===== src/rtl/qr_mult_pkg.sv =====
// -----------------------------------------------------------------------------
// qr_mult_pkg
//   Shared definitions for the QR-decomposition multiplier sharing logic.
//   Holds the canonical operand/product widths, the pipeline depth of the
//   shared multiplier, the request/response record types and the product
//   helper used by the multiplier pipeline.
// -----------------------------------------------------------------------------
package qr_mult_pkg;

  localparam int MULT_A_W  = 16;                    // operand A width
  localparam int MULT_B_W  = 16;                    // operand B width
  localparam int MULT_LAT  = 2;                     // multiplier stages
  localparam int MULT_P_W  = MULT_A_W + MULT_B_W;   // full product width
  localparam int MULT_ID_W = 3;                     // tag width, covers up to 8 requesters

  typedef struct packed {
    logic [MULT_A_W-1:0]  a;
    logic [MULT_B_W-1:0]  b;
    logic                 tc;
    logic [MULT_ID_W-1:0] id;
  } mult_req_t;

  typedef struct packed {
    logic [MULT_P_W-1:0]  prod;
    logic                 valid;
    logic [MULT_ID_W-1:0] id;
  } mult_rsp_t;

  // Both operands are extended to the full product width (sign-extended when
  // tc=1, zero-extended otherwise). The low MULT_P_W bits of the product of
  // the extended operands are then the exact signed or unsigned result.
  function automatic logic [MULT_P_W-1:0] mult_product(
    input logic [MULT_A_W-1:0] a,
    input logic [MULT_B_W-1:0] b,
    input logic                tc
  );
    logic [MULT_P_W-1:0] a_ext;
    logic [MULT_P_W-1:0] b_ext;
    a_ext = {{MULT_B_W{tc & a[MULT_A_W-1]}}, a};
    b_ext = {{MULT_A_W{tc & b[MULT_B_W-1]}}, b};
    return a_ext * b_ext;
  endfunction

endpackage


===== src/rtl/mult_pipe_tagged.sv =====
// -----------------------------------------------------------------------------
// mult_pipe_tagged
//   Pipelined 16x16 multiplier (MULT_LAT stages) with the valid flag and
//   requester tag carried alongside the product. Stage 0 is the internal
//   multiplier register, the last stage is the registered output.
//
// Ports
//   i_clk, i_rst_n   clock, asynchronous active-low reset
//   i_v              operation valid
//   i_a, i_b, i_tc   operands and mode (1 = two's complement, 0 = unsigned)
//   i_id             requester tag
//   o_mul_v          valid of the internal multiplier register
//   o_prod           product (registered)
//   o_prod_valid     product valid, one cycle per accepted operation
//   o_prod_id        tag of o_prod
// -----------------------------------------------------------------------------
module mult_pipe_tagged
  import qr_mult_pkg::*;
(
  input  logic                 i_clk,
  input  logic                 i_rst_n,
  input  logic                 i_v,
  input  logic [MULT_A_W-1:0]  i_a,
  input  logic [MULT_B_W-1:0]  i_b,
  input  logic                 i_tc,
  input  logic [MULT_ID_W-1:0] i_id,
  output logic                 o_mul_v,
  output logic [MULT_P_W-1:0]  o_prod,
  output logic                 o_prod_valid,
  output logic [MULT_ID_W-1:0] o_prod_id
);

  mult_rsp_t stage_reg [MULT_LAT];

  // Reset clears every stage, so in-flight results are dropped on reset.
  always_ff @(posedge i_clk or negedge i_rst_n) begin
    if (!i_rst_n) begin
      for (int i = 0; i < MULT_LAT; i++) begin
        stage_reg[i] <= '0;
      end
    end else begin
      stage_reg[0].prod  <= mult_product(i_a, i_b, i_tc);
      stage_reg[0].valid <= i_v;
      stage_reg[0].id    <= i_id;
      for (int i = 1; i < MULT_LAT; i++) begin
        stage_reg[i] <= stage_reg[i-1];
      end
    end
  end

  assign o_mul_v      = stage_reg[0].valid;
  assign o_prod       = stage_reg[MULT_LAT-1].prod;
  assign o_prod_valid = stage_reg[MULT_LAT-1].valid;
  assign o_prod_id    = stage_reg[MULT_LAT-1].id;

endmodule


===== src/rtl/mult_share_arb.sv =====
// -----------------------------------------------------------------------------
// mult_share_arb
//   Round-robin arbiter that time-shares one pipelined multiplier among N_REQ
//   requesters. One operation is accepted per cycle; results are broadcast
//   with their requester tag three cycles after the grant.
//
// Build option
//   MULT_ARB_PRIO0_EN  when defined, requester 0 has absolute priority and its
//                      grants leave the round-robin pointer untouched; the
//                      remaining requesters share round-robin.
//
// Parameters
//   N_REQ (2..8), A_WIDTH, B_WIDTH (must match the qr_mult_pkg widths, which
//   size the shared datapath), ID_W = $clog2(N_REQ) (derived)
//
// Ports
//   i_clk, i_rst_n   clock, asynchronous active-low reset
//   i_req            per-requester request, held until granted
//   i_a, i_b         packed operands, requester k at [k*W +: W]
//   i_tc             per-requester mode (1 = two's complement)
//   o_gnt            one-hot combinational grant
//   o_prod           product, o_prod_valid pulse, o_prod_id tag
//   o_busy           request pending or operation in flight
// -----------------------------------------------------------------------------
module mult_share_arb
  import qr_mult_pkg::*;
#(
  parameter  int N_REQ   = 4,
  parameter  int A_WIDTH = 16,
  parameter  int B_WIDTH = 16,
  localparam int ID_W    = $clog2(N_REQ)
) (
  input  logic                       i_clk,
  input  logic                       i_rst_n,
  input  logic [N_REQ-1:0]           i_req,
  input  logic [N_REQ*A_WIDTH-1:0]   i_a,
  input  logic [N_REQ*B_WIDTH-1:0]   i_b,
  input  logic [N_REQ-1:0]           i_tc,
  output logic [N_REQ-1:0]           o_gnt,
  output logic [A_WIDTH+B_WIDTH-1:0] o_prod,
  output logic                       o_prod_valid,
  output logic [ID_W-1:0]            o_prod_id,
  output logic                       o_busy
);

  logic [ID_W-1:0]      rr_ptr_reg;
  logic [ID_W-1:0]      rr_ptr_next;
  logic [N_REQ-1:0]     rr_req;
  logic [ID_W-1:0]      rr_cand;
  logic [ID_W-1:0]      rr_idx;
  logic                 rr_any;
  logic [ID_W-1:0]      gnt_idx;
  logic                 gnt_any;
  logic                 ptr_adv;
  logic [A_WIDTH-1:0]   sel_a;
  logic [B_WIDTH-1:0]   sel_b;
  mult_req_t            iss_req_reg;
  logic                 iss_v_reg;
  logic                 mul_v;
  logic [MULT_ID_W-1:0] pipe_id;
  logic                 unused_id_bits;

`ifdef MULT_ARB_PRIO0_EN
  // Requester 0 is served outside the rotation.
  assign rr_req = {i_req[N_REQ-1:1], 1'b0};
`else
  assign rr_req = i_req;
`endif

  // Scan from the farthest candidate to the nearest so the last hit is the
  // first asserted requester at or after the pointer.
  always_comb begin
    rr_cand = '0;
    rr_idx  = '0;
    rr_any  = 1'b0;
    for (int i = N_REQ - 1; i >= 0; i--) begin
      rr_cand = ID_W'((int'(rr_ptr_reg) + i) % N_REQ);
      if (rr_req[rr_cand]) begin
        rr_idx = rr_cand;
        rr_any = 1'b1;
      end
    end
  end

`ifdef MULT_ARB_PRIO0_EN
  assign gnt_any = i_req[0] | rr_any;
  assign gnt_idx = i_req[0] ? '0 : rr_idx;
  assign ptr_adv = rr_any & ~i_req[0];
`else
  assign gnt_any = rr_any;
  assign gnt_idx = rr_idx;
  assign ptr_adv = rr_any;
`endif

  always_comb begin
    rr_ptr_next = rr_ptr_reg;
    if (ptr_adv) begin
      rr_ptr_next = (gnt_idx == ID_W'(N_REQ - 1)) ? '0 : gnt_idx + ID_W'(1);
    end
  end

  // Grant is masked during reset so nothing upstream sees an acceptance.
  for (genvar gi = 0; gi < N_REQ; gi++) begin : g_gnt
    assign o_gnt[gi] = i_rst_n & gnt_any & (gnt_idx == ID_W'(gi));
  end

  always_comb begin
    sel_a = i_a[int'(gnt_idx)*A_WIDTH +: A_WIDTH];
    sel_b = i_b[int'(gnt_idx)*B_WIDTH +: B_WIDTH];
  end

  // Operand fields only load on a grant; when iss_v_reg is low they are stale
  // and ignored downstream.
  always_ff @(posedge i_clk or negedge i_rst_n) begin
    if (!i_rst_n) begin
      rr_ptr_reg  <= '0;
      iss_v_reg   <= 1'b0;
      iss_req_reg <= '0;
    end else begin
      rr_ptr_reg <= rr_ptr_next;
      iss_v_reg  <= gnt_any;
      if (gnt_any) begin
        iss_req_reg.a  <= sel_a;
        iss_req_reg.b  <= sel_b;
        iss_req_reg.tc <= i_tc[gnt_idx];
        iss_req_reg.id <= MULT_ID_W'(gnt_idx);
      end
    end
  end

  mult_pipe_tagged u_pipe (
    .i_clk        (i_clk),
    .i_rst_n      (i_rst_n),
    .i_v          (iss_v_reg),
    .i_a          (iss_req_reg.a),
    .i_b          (iss_req_reg.b),
    .i_tc         (iss_req_reg.tc),
    .i_id         (iss_req_reg.id),
    .o_mul_v      (mul_v),
    .o_prod       (o_prod),
    .o_prod_valid (o_prod_valid),
    .o_prod_id    (pipe_id)
  );

  // The tag travels at package width; only the low ID_W bits are meaningful.
  assign o_prod_id      = pipe_id[ID_W-1:0];
  assign unused_id_bits = ^pipe_id;

  assign o_busy = (|i_req) | iss_v_reg | mul_v | o_prod_valid;

endmodule


===== config.mk =====
export PLATFORM = sky130hd
export DESIGN_NAME = mult_share_arb
export DESIGN_NICKNAME = d
export VERILOG_FILES = /design/src/rtl/qr_mult_pkg.sv /design/src/rtl/mult_pipe_tagged.sv /design/src/rtl/mult_share_arb.sv
export SDC_FILE = /design/constraint.sdc
export NUM_CORES = 1
export LEC_CHECK = 0
export ABC_AREA = 0
export BUFFER_PORTS_ARGS = -buffer_cell sky130_fd_sc_hd__buf_2
export CAP_MARGIN = 5
export CORE_UTILIZATION = 52
export DETAILED_ROUTE_END_ITERATION = 10
export GPL_TIMING_DRIVEN = 0
export PLACE_DENSITY = 0.74
export SETUP_SLACK_MARGIN = 0.15
export SYNTH_ARGS = -nofsm -noshare
export SYNTH_HDL_FRONTEND = slang
export SYNTH_HIERARCHICAL = 1
export SYNTH_SLANG_ARGS = --single-unit
export TNS_END_PERCENT = 30

===== constraint.sdc =====
create_clock -name i_clk -period 9 [get_ports i_clk]
set_input_delay 1.8 -clock i_clk [delete_from_list [all_inputs] [get_ports i_clk]]
set_output_delay 1.8 -clock i_clk [all_outputs]
set_load 0.01 [all_outputs]

==> reports/qor.yml <==
gp_congestion: 0.939
die_area_sq_um: 29400
firstDrtPassIters: 5
period_needed_ns: 7.14
mostFrequentLayoutCell: "inv_1"
postCtsHoldBufs: 0
vias: 11300
drc: 0
rsz0062_at_grt: "no"
cp.required_ns: 9.31
worst_setup_path_start_kind: "register"
netlist_area_sq_um: 14900
htree_levels: 3
wirelength_mm: 38.2
ant_nets: 0
cts_setup_buffers: 0
hold_violations: 0
cap_violations: 0
first_iter_violations: 752
slew_viol_final: 0
fmax_mhz: 140
cts_sinks: 108
first_global_vias: 12200
crit_path_end_kind: "register"
synth_fp_nets: 2029
timing.rr.end: "u_pipe/stage_reg[71]"
min_path_cells: 0
fillers: 2437
slew_headroom_pct: 47.2
ys_warn_count: 6
utilization_pct: 59.3
status: "finished clean"
grt_pass1_wl_mm: 62.7
drt-vias-per-instance: 5.40
r2r_start: "iss_req_reg[11]"
die_height_um: 171
r2r_cells: 21
crit_type: "register to register"
register_area_sq_um: 2700
num_io_pins: 178
post_cts.resized_instances: 0
skew_ns: 0.0204
regToRegSetupSlack_ns: 1.86
dpl.hpwl_mm: 31.2
min_from: "u_pipe/stage_reg[60]"
syn_area_per_cell_sq_um: 9.78
grt_start_max_net_pins: 63
max-clock-path-buffers: 2
whs_endpoint: "u_pipe/o_prod[20]"
tritoncts: "yes"
fin_crit_sh_pct: 79.4
area_growth_pct: 11.2
hold_class: "register to register"
overflow: 0
multiInputGateArea_sq_um: 10400
wl_per_cell_um: 18.2
clk_latency_ns: 0.38
critPathArrivalTime_ns: 7.45
clk_pin_slew_ns: 0.09
die-width_um: 171
core_region_area_sq_um: 28000
tightest_slew_ns: 0.792
critPathMaxStageDelay_ns: 0.57
slowest_stage: "clkbuf_1"
cts-root-buf: "clkbuf_16"
drive_gt1_share_pct: 15.1
largest_reg_flops: 35
tns_ns: 0
crit_top_cell: "fa_1"
final_cell_mix: "328 x inv_1, 282 x fa_1, 180 x buf_2"
postLayoutSetupSlackWorst_ns: 1.86
setup_violations: 0
initial_core_util_pct: 53.3
antenna_found_initial: 1
synth_cells: 1527
cts_buffers: 9
port_buffers: 176
pre_cts_slack_ns: 2.00
groute.usage.overall_pct: 28.3
nets: 2217
rows: 61
path_max_fanout: 10
path_cells: "clkbuf_1 -> clkbuf_1 -> nand2_1 -> fa_1 -> fa_1 -> inv_1 -> fa_1 -> fa_1 -> inv_1 -> fa_1 -> fa_1 -> inv_1 -> ha_1 -> a21oi_1 -> o21ai_0 -> o2bb2ai_1 -> a41o_1 -> a21oi_4 -> a31oi_1 -> or4_1 -> nand4_1"
metrics by stage:
step	hold slack, ns	instances	cell area, sq um
6_report	0.350	2099	16600
3_3_place_gp	0.332	2081	16300
3_5_place_dp	0.335	2082	16300
4_1_cts	0.346	2097	16600
2_1_floorplan	0.331	1527	14900
5_1_grt	0.353	2098	16600
worst max-delay path by stage:
stage | from | end | slack [ns] | depth (start not counted)
final | iss_req_reg[11] | u_pipe/stage_reg[71] | 1.86 | 21
after global placement | iss_req_reg[11] | u_pipe/stage_reg[71] | 2.01 | 21
after detailed placement | iss_req_reg[11] | u_pipe/stage_reg[71] | 2.00 | 21
after global routing | iss_req_reg[11] | u_pipe/stage_reg[71] | 1.59 | 21
after CTS | iss_req_reg[11] | u_pipe/stage_reg[71] | 1.97 | 21
after floorplan | iss_req_reg[10] | u_pipe/stage_reg[71] | 3.07 | 23
metal layers:
metal | track usage, % | share of wire (%) | wire length, um | vias up
met4 | 9.43 | 2.7 | 1050 | 0
met1 | 36.5 | 40 | 15200 | 5632
li1 | - | - | - | 5083
met2 | 48.5 | 49 | 18900 | 540
met5 | 0 | 0 | 0 | -
met3 | 4.72 | 8.1 | 3080 | 83
critical path: cells and delay by family, from the launching register on:
family          cells  cell delay (ns)
compound gates      6             1.37
flops               1             0.37
fa+ha+maj           7             3.39
simple gates        3             0.75
buf+inv             5             1.19
layout make-up:
| class | instances | area share [%] |
|---|---|---|
| inverter | 329 | 7.44 |
| antenna | 2 | 0.0302 |
| timing repair buffer | 177 | 5.49 |
| tap | 378 | 2.85 |
| clock inverter | 6 | 0.332 |
| sequential | 108 | 16.3 |
| clock buffer | 9 | 1.36 |
| multi-input combinational | 980 | 62.4 |
| buffer | 110 | 3.81 |
Power is not shown: default switching activity piles up to over one toggle a cycle in this logic, so the estimate is an artifact.
